$ cat src/rtl/borrow_skip_subtractor.sv
// Iterative 8-bit subtractor: op1 - op2 - bin, one 2-bit group per clock,
// with borrow-skip across groups whose operand bits are equal.
module borrow_skip_subtractor (
  input  logic       clk,
  input  logic       rst,
  input  logic       in_valid,
  output logic       in_ready,
  input  logic [7:0] op1,
  input  logic [7:0] op2,
  input  logic       bin,
  output logic       out_valid,
  input  logic       out_ready,
  output logic [8:0] diff,
  output logic [2:0] skip_cnt
);

  typedef enum logic [1:0] {IDLE, RUN, DONE} state_t;

  state_t     state_reg, state_next;
  logic [7:0] a_reg, b_reg;
  logic       bw_reg;
  logic [1:0] g_reg;
  logic [8:0] diff_reg;
  logic [2:0] skip_reg;

  logic [1:0] a_grp, b_grp, d_grp;
  logic       bw_mid, bw_ripple, grp_prop, bw_grp;

  // Current group slice and its ripple borrow chain
  always_comb begin
    a_grp     = a_reg[{g_reg, 1'b0} +: 2];
    b_grp     = b_reg[{g_reg, 1'b0} +: 2];
    d_grp[0]  = a_grp[0] ^ b_grp[0] ^ bw_reg;
    bw_mid    = (~a_grp[0] & b_grp[0]) | (~(a_grp[0] ^ b_grp[0]) & bw_reg);
    d_grp[1]  = a_grp[1] ^ b_grp[1] ^ bw_mid;
    bw_ripple = (~a_grp[1] & b_grp[1]) | (~(a_grp[1] ^ b_grp[1]) & bw_mid);
    grp_prop  = (a_grp ^ b_grp) == 2'b00;
    // Equal bits pass the incoming borrow straight through
    bw_grp    = grp_prop ? bw_reg : bw_ripple;
  end

  always_ff @(posedge clk or posedge rst) begin
    if (rst) state_reg <= IDLE;
    else     state_reg <= state_next;
  end

  always_comb begin
    state_next = state_reg;
    case (state_reg)
      IDLE:    if (in_valid)        state_next = RUN;
      RUN:     if (g_reg == 2'd3)   state_next = DONE;
      DONE:    if (out_ready)       state_next = IDLE;
      default:                      state_next = IDLE;
    endcase
  end

  always_ff @(posedge clk or posedge rst) begin
    if (rst) begin
      a_reg    <= '0;
      b_reg    <= '0;
      bw_reg   <= 1'b0;
      g_reg    <= '0;
      diff_reg <= '0;
      skip_reg <= '0;
    end else begin
      case (state_reg)
        IDLE: begin
          if (in_valid) begin
            a_reg    <= op1;
            b_reg    <= op2;
            bw_reg   <= bin;
            g_reg    <= '0;
            diff_reg <= '0;
            skip_reg <= '0;
          end
        end
        RUN: begin
          diff_reg[{g_reg, 1'b0} +: 2] <= d_grp;
          bw_reg <= bw_grp;
          g_reg  <= g_reg + 2'd1;
          if (grp_prop) skip_reg <= skip_reg + 3'd1;
          if (g_reg == 2'd3) diff_reg[8] <= bw_grp;
        end
        default: ;
      endcase
    end
  end

  assign in_ready  = (state_reg == IDLE);
  assign out_valid = (state_reg == DONE);
  assign diff      = diff_reg;
  assign skip_cnt  = skip_reg;

endmodule

$ cat config.mk
export PLATFORM = sky130hd
export DESIGN_NAME = borrow_skip_subtractor
export DESIGN_NICKNAME = d
export VERILOG_FILES = /design/src/rtl/borrow_skip_subtractor.sv
export SDC_FILE = /design/constraint.sdc
export NUM_CORES = 1
export LEC_CHECK = 0
export ABC_CLOCK_PERIOD_IN_PS = 3750
export CORE_MARGIN = 8
export CORE_UTILIZATION = 54
export DETAILED_ROUTE_END_ITERATION = 7
export PLACE_DENSITY = 0.84
export SYNTH_ARGS = -nofsm -noshare
export SYNTH_HDL_FRONTEND = slang
export SYNTH_SLANG_ARGS = --single-unit
$ cat constraint.sdc
create_clock -name clk -period 3.75 [get_ports clk]
set_clock_uncertainty 0.1 [all_clocks]
set_input_delay 0.5625 -clock clk [delete_from_list [all_inputs] [get_ports clk]]
set_output_delay 0.5625 -clock clk [all_outputs]
set_load 0.01 [all_outputs]
==> results of run 1 <==
-- path summary, 6_finish.rpt --
| path | to | slack, ns |
|---|---|---|
| worst max register to register | diff[8] | 0.98 |
| worst min-delay path | a_reg[7] | 0.38 |
| worst max-delay path | diff[8] | 0.98 |
| worst min register to register | a_reg[7] | 0.38 |
| max in group asynchronous | state_reg[1] | 2.75 |
| min in group asynchronous | a_reg[0] | 0.50 |
-- routing by layer --
metal / share of wire [%] / vias up / global-route usage [%]
met5: 0 / - / 0
met4: 2.1 / 0 / 6.70
met3: 6.0 / 8 / 5.65
met2: 51 / 37 / 24.4
met1: 41 / 612 / 15.9
li1: - / 629 / -
-- report_power, final --
part           internal, mW  switching (mW)
clock                0.0884           0.111
combinational         0.487           0.552
sequential            0.510           0.129
-- worst max-delay path: stages, from the launching register on --
cell     delay, ns
dfrtp_1       0.65
mux4_2        0.60
fa_1          0.39
fa_1          0.40
mux2_2        0.28
a22oi_1       0.13
o21ai_0       0.09
-- layout make-up --
class                   instances  area share [%]
clock buffers                   7            2.68
inverters                       6            1.10
multi-input cells             120            36.8
flip-flops and latches         33            40.2
well taps                      33            2.01
repair buffers                 36            17.3
-- layout by cell type, fill, tap and decap left out, types with 2 or more instances in the layout --
master and count:
ha_1 7, o21ai_0 9, fa_1 2, mux2_2 2, nor3_1 3, a21oi_1 4, clkbuf_4 5, clkdlybuf4s50_1 34
a32o_1 2, nand2_1 60, a22o_1 3, nand2b_1 3, dfrtp_1 33, inv_1 6, buf_4 2, mux4_2 4
nor2_1 6, o21ai_2 2
-- cell families after synthesis --
family	Yosys count	share of synthesized area [%]
AO/OA/AOI/OAI	25	10.1
AND/OR/NAND/NOR	79	20.8
XOR/XNOR	1	0.539
adder cells (fa/ha/maj)	9	7.86
buffers and inverters	11	2.93
multiplexers	6	6.93
flip-flops	33	50.8
-- per-stage QoR --
| step | hold slack, ns | util, % | setup slack, ns | instance area, µm² | power (mW) |
|---|---|---|---|---|---|
| 6_report | 0.379 | 69.6 | 0.980 | 2060 | 1.88 |
| 5_1_grt | 0.405 | 69.6 | 0.834 | 2060 | 2.04 |
| 4_1_cts | 0.385 | 69.6 | 0.976 | 2060 | 1.88 |
| 3_5_place_dp | 0.362 | 67.8 | 0.993 | 2000 | 1.68 |
| 3_3_place_gp | 0.357 | 67.8 | 1.05 | 2000 | 1.62 |
| 2_1_floorplan | 0.340 | - | 1.25 | 1620 | 1.37 |
==> flow_metrics.tcl, run 1 <==
set metrics [dict create \
    dp_cells 228 \
    min_period_ns 2.77 \
    r2r_cells 6 \
    period_share_pct 73.9 \
    yosysWarningCount 0 \
    io_buffers 34 \
    largest_reg_flops 9 \
    htreeDepth 2 \
    critPathLaunch "g_reg[0]" \
    antenna_found_initial 0 \
    drive_gt1_share_pct 8.91 \
    synth_top_cell_by_area "dfrtp_1" \
    ir_drop_uv 421 \
    max_slew_margin_pct 45.6 \
    p_leak_nw 0.966 \
    cts_resized 0 \
    clock_tree.root_cell "clkbuf_4" \
    synth.avg_cell_area_um2 9.90 \
    grt_pass1_vias 1302 \
    synthTopCellsByArea "dfrtp_1, nand2_1, mux4_2" \
    worstSkewPairLatency_ns 0.33 \
    p_per_area_nw_per_um2 913 \
    synth_nets 194 \
    via_per_inst 5.47 \
    n_fill_cell 235 \
    yosysSeqAreaShare_pct 50.8 \
    fmax_mhz 361 \
    hp-class "register to register" \
    die_y_um 70.8 \
    cts_buffers 5 \
    setup_viol 0 \
    routed_wl_mm 3.40 \
    r2r_start "g_reg[0]" \
    maxCapViolations 0 \
    rsz0062_at_grt "no" \
    status "completed" \
    hold_viol 0 \
    yosysMostFrequentCell "nand2_1" \
    grt.total_usage_pct 14.6 \
    drc 0 \
    dp.final_hpwl_mm 2.65 \
    firstDrtPassIters 4 \
    async_reset_ff_share_pct 100 \
    multiInputGateArea_um2 756 \
    synth_area_um2 1620 \
    core_area_um2 2950 \
    end_kind "register" \
    hold_depth 2 \
    synth-seq-cells 33 \
    drt_iter0_drc 60 \
    clk_path_buf_depth 2 \
    tns_ns 0 \
    chipWidth_um 70.8 \
    row_count 20 \
    diodes 0 \
    post-cts-setup-buffer-count 0 \
    cts_tree "yes" \
    regArea_um2 826 \
    final-instance-count-excl-fill 235 \
    worstPathArrival_ns 2.88 \
    gp_congestion 0.861 \
    fin_nets 232 \
    synth-edff-count 0 \
    grt-ovfl-total 0 \
    grt_pass1_wl_mm 5.83 \
    io_pins 35 \
    start_kind "register" \
    path_max_fanout 12 \
    wl_per_cell_um 14.5 \
    start_util_pct 55.0 \
    vias 1286 \
    cts.sinks 33 \
    cts.clk_slew.worst_paths_ns 0.09 \
    dieArea_um2 5020 \
    postSynthCellCount 164 \
    crit_type "register to register" \
    hp-start "a_reg[7]" \
    synth-main-ff-cell "dfrtp_1" \
    holdBufCountCts 0 \
    tightestPinTransition_ns 0.813 \
    grt_max_degree 34 \
    synth_cell_type_count 30 \
    crit_required_ns 3.86 \
    slew_viol_final 0 \
    synth_commonest_cells "nand2_1, dfrtp_1, o21ai_0" \
    drtAntennaViolNets 0 \
    area_delta_synth_final_pct 26.6 \
    synth_top_area_share_pct 50.8 \
]
(Power assumes the default switching activity.)
==> run 2, diff against run 1 <==
- ABC_CLOCK_PERIOD_IN_PS: 3750 -> 2800
- CORE_UTILIZATION: 54 -> 50
- PLACE_DENSITY: 0.84 -> 0.79
- clock period: 3.75 -> 2.8 ns (I/O delays scaled with it)
==> flow_metrics.tcl, run 2 (same netlist as run 1, synthesis figures left out) <==
set metrics [dict create \
    htreeDepth 2 \
    critPathLaunch "g_reg[0]" \
    dieArea_um2 5330 \
    via_per_inst 5.22 \
    multiInputGateArea_um2 756 \
    grt_pass1_wl_mm 5.99 \
    p_leak_nw 0.971 \
    p_comb_share_pct 56.4 \
    slew_viol_final 0 \
    pwr-share-clk_pct 10.1 \
    grt.total_usage_pct 14.6 \
    grt_max_degree 34 \
    cts.sinks 33 \
    rsz0062_at_grt "no" \
    die_y_um 73.0 \
    period_share_pct 88.3 \
    status "completed" \
    antenna_found_initial 0 \
    io_buffers 34 \
    max_slew_margin_pct 61.9 \
    gp_congestion 0.839 \
    drt_iter0_drc 81 \
    crit_end "diff[8]" \
    layout_common_cells "nand2_1, clkdlybuf4s50_1, dfrtp_1, o21ai_0, ha_1" \
    maxCapViolations 0 \
    cts_resized 0 \
    ir_drop_uv 497 \
    drc 0 \
    p_per_area_nw_per_um2 1210 \
    regArea_um2 826 \
    routed_wl_mm 3.44 \
    drtAntennaViolNets 0 \
    sw_frac_of_total_pct 42.5 \
    start_util_pct 52.8 \
    layout_commonest_cell "nand2_1" \
    cts_tree "yes" \
    dp.final_hpwl_mm 2.66 \
    tns_ns 0 \
    hold_viol 0 \
    r2r_start "g_reg[0]" \
    fmax_mhz 404 \
    crit_type "register to register" \
    r2r_cells 6 \
    crit_required_ns 2.93 \
    path_max_fanout 3 \
    start_kind "register" \
    diodes 0 \
    io_pins 35 \
    worstSkewPairLatency_ns 0.34 \
    n_fill_cell 247 \
    wl_per_cell_um 13.9 \
    setup_viol 0 \
    clock_tree.root_cell "clkbuf_4" \
    fin_nets 233 \
    area_delta_synth_final_pct 27.7 \
    min_period_ns 2.47 \
    grt_pass1_vias 1332 \
    largest_reg_flops 9 \
    r2r_end "diff[8]" \
    utilization_pct 67.4 \
    core_area_um2 3080 \
    holdBufCountCts 0 \
    vias 1295 \
    cts_buffers 5 \
    post-cts-setup-buffer-count 0 \
    worstPathArrival_ns 2.60 \
    tightestPinTransition_ns 0.570 \
    end_kind "register" \
    chipWidth_um 73.0 \
    worst-r2r-setup-slack_ns 0.33 \
    p_int_mw 1.44 \
    row_count 20 \
    seqPwrFrac_pct 33.5 \
    clk_path_buf_depth 2 \
    firstDrtPassIters 4 \
    p_sw_mw 1.06 \
    grt-ovfl-total 0 \
    hp-class "primary input to asynchronous set/reset pin" \
    drive_gt1_share_pct 9.80 \
    cts.clk_slew.worst_paths_ns 0.11 \
]
## run 2: worst min-delay path by stage
| stage | endpoint | slack (ns) | cells after the start |
|---|---|---|---|
| after floorplan | a_reg[4] | 0.34 | 2 |
| after global placement | b_reg[6] | 0.36 | 2 |
| after detailed placement | b_reg[5] | 0.36 | 2 |
| after CTS | skip_cnt[0] | 0.36 | 3 |
| after global routing | skip_cnt[0] | 0.38 | 3 |
| final | diff[8] | 0.35 | 3 |
## run 2: power by group through the flow
stage / Clock, mW / Sequential (mW) / Combinational [mW]
finish: 0.253 / 0.838 / 1.41
global placement: 0 / 0.841 / 1.35
detailed placement: 0 / 0.849 / 1.41
global route: 0.279 / 0.869 / 1.56
floorplan: 0 / 0.828 / 1.00
CTS: 0.263 / 0.839 / 1.42
## run 2: area by class of cell
| type | count | share of cell area, % |
|---|---|---|
| inverter | 6 | 1.09 |
| multi-input combinational | 120 | 36.5 |
| clock inverter | 2 | 0.483 |
| tap | 44 | 2.66 |
| sequential | 33 | 39.8 |
| timing repair buffer | 37 | 17.5 |
| clock buffer | 6 | 1.99 |
## run 2: stage by stage
step | power [mW] | hold slack [ns] | std cells | instance area [µm²] | setup WS, ns
after floorplan | 1.83 | 0.340 | 164 | 1620 | 0.302
after detailed placement | 2.26 | 0.360 | 240 | 2020 | 0.330
after global routing | 2.71 | 0.384 | 248 | 2070 | 0.144
after CTS | 2.52 | 0.357 | 248 | 2070 | 0.325
after global placement | 2.20 | 0.357 | 240 | 2020 | 0.383
final | 2.50 | 0.354 | 248 | 2070 | 0.328
## run 2: worst max-delay path: stages (launching register included)
cell and delay, ns:
dfrtp_1 0.42, mux4_2 0.55, fa_1 0.39, fa_1 0.40, mux2_2 0.27, a22oi_1 0.14, o21ai_0 0.09
## run 2: metal layers
layer | vias to the layer above | part of all wire, % | routed length, µm | global-route usage, %
met1 | 630 | 41 | 1430 | 16.7
met3 | 5 | 6.7 | 232 | 6.18
met5 | - | 0 | 0 | 0
met2 | 33 | 50 | 1730 | 23.9
li1 | 627 | - | - | -
met4 | 0 | 1.4 | 47 | 4.67
==> run 3, diff against run 2 <==
- CORE_MARGIN: 8 -> 2
- HOLD_SLACK_MARGIN: default -> 0.05
==> flow_metrics.tcl, run 3 (same netlist as run 1, synthesis figures left out) <==
set metrics [dict create \
    worstSkewPairLatency_ns 0.33 \
    start_util_pct 52.8 \
    maxCapViolations 0 \
    core_area_um2 3080 \
    wl_per_cell_um 13.5 \
    crit_required_ns 2.93 \
    grt_pass1_vias 1304 \
    drc 0 \
    firstDrtPassIters 4 \
    setup_viol 0 \
    hold_viol 0 \
    row_count 20 \
    place_ws_ns 0.310 \
    drt_iter0_drc 48 \
    grt.total_usage_pct 21.0 \
    slowest_delay_ns 0.59 \
    max_slew_margin_pct 60.7 \
    clk_path_buf_depth 2 \
    rsz0062_at_grt "no" \
    crit_family "adder cells" \
    path_buf_inv 0 \
    total_power_mw 2.51 \
    cts.clk_slew.worst_paths_ns 0.10 \
    die_y_um 61.0 \
    io_pins 35 \
    layout_setup_ws_ns 0.303 \
    cp_cell_sequence "mux4_2 > fa_1 > fa_1 > nor3_1 > a32o_1" \
    cts_buffers 5 \
    cp_common_cell "fa_1" \
    n_fill_cell 252 \
    ir_drop_uv 533 \
    top_usage_layer "met2" \
    dieArea_um2 3720 \
    vias 1297 \
    multiInputGateArea_um2 756 \
    fmax_mhz 400 \
    gp_congestion 0.847 \
    grt-ovfl-total 0 \
    cts_resized 0 \
    layout_common_cells "nand2_1, clkdlybuf4s50_1, dfrtp_1, o21ai_0, ha_1" \
    routed_wl_mm 3.34 \
    cts_tree "yes" \
    r2r_start "g_reg[0]" \
    grt_max_degree 34 \
    crit_type "register to register" \
    antenna_found_initial 0 \
    io_buffers 34 \
    r2r_end "diff[1]" \
    drtAntennaViolNets 0 \
    via_per_inst 5.23 \
    post-cts-setup-buffer-count 0 \
    regArea_um2 826 \
    clock_tree.root_cell "clkbuf_4" \
    path_max_fanout 4 \
    hp-class "primary input to asynchronous set/reset pin" \
    grt_use_met3_pct 5.76 \
    p_leak_nw 0.966 \
    grt_use_met1_pct 24.5 \
    chipWidth_um 61.0 \
    status "completed" \
    htreeDepth 2 \
    tightestPinTransition_ns 0.588 \
    drive_gt1_share_pct 8.82 \
    grt_pass1_wl_mm 5.65 \
    cp_slowest_cell "fa_1" \
    largest_reg_flops 9 \
    min_period_ns 2.50 \
    layout_commonest_cell "nand2_1" \
    period_share_pct 89.2 \
    worstPathArrival_ns 2.63 \
    holdBufCountCts 0 \
    r2r_cells 5 \
    area_delta_synth_final_pct 27.5 \
    cts.sinks 33 \
    grt_use_met2_pct 37.2 \
    end_kind "register" \
    fin_nets 233 \
    worst-r2r-setup-slack_ns 0.30 \
    slew_viol_final 0 \
    p_per_area_nw_per_um2 1210 \
    diodes 0 \
    dp.final_hpwl_mm 2.53 \
    tns_ns 0 \
    start_kind "register" \
]
## run 3: layer usage
layer	up-vias	share of wire (%)
li1	630	-
met1	627	43
met2	33	51
met3	7	4.7
met4	0	1.8
met5	-	0
## run 3: how the worst max path moves through the flow
stage | startpoint | end | slack [ns] | cells after the start
after global placement | g_reg[0] | diff[1] | 0.38 | 5
after CTS | g_reg[0] | diff[8] | 0.30 | 8
after detailed placement | g_reg[0] | diff[8] | 0.31 | 8
after global routing | g_reg[0] | diff[8] | 0.18 | 8
final | g_reg[0] | diff[1] | 0.30 | 5
after floorplan | g_reg[0] | diff[8] | 0.30 | 7
## run 3: tightest hold or removal path, cell delays in order
cell and delay (ns):
clkdlybuf4s50_1 0.40, inv_1 0.05, buf_4 0.35
## run 3: power breakdown
part | switching (mW) | internal, mW | total [mW]
Sequential | 0.160 | 0.684 | 0.844
Combinational | 0.759 | 0.659 | 1.42
Clock | 0.153 | 0.100 | 0.253
Total | 1.07 | 1.44 | 2.51
## run 3: per-stage QoR
| stage | instance area, µm² | instances | hold WS (ns) | utilization, % |
|---|---|---|---|---|
| after CTS | 2070 | 248 | 0.376 | 67.3 |
| after global placement | 2020 | 240 | 0.358 | 65.7 |
| after detailed placement | 2020 | 240 | 0.365 | 65.7 |
| after floorplan | 1620 | 164 | 0.340 | - |
| after global routing | 2070 | 248 | 0.413 | 67.3 |
| final | 2070 | 248 | 0.358 | 67.3 |
## run 3: layout make-up
cell class | instances | area share [%]
multi-input cells | 120 | 36.5
inverters | 6 | 1.09
well taps | 44 | 2.66
flip-flops and latches | 33 | 39.9
clock buffers | 8 | 2.36
repair buffers | 37 | 17.5
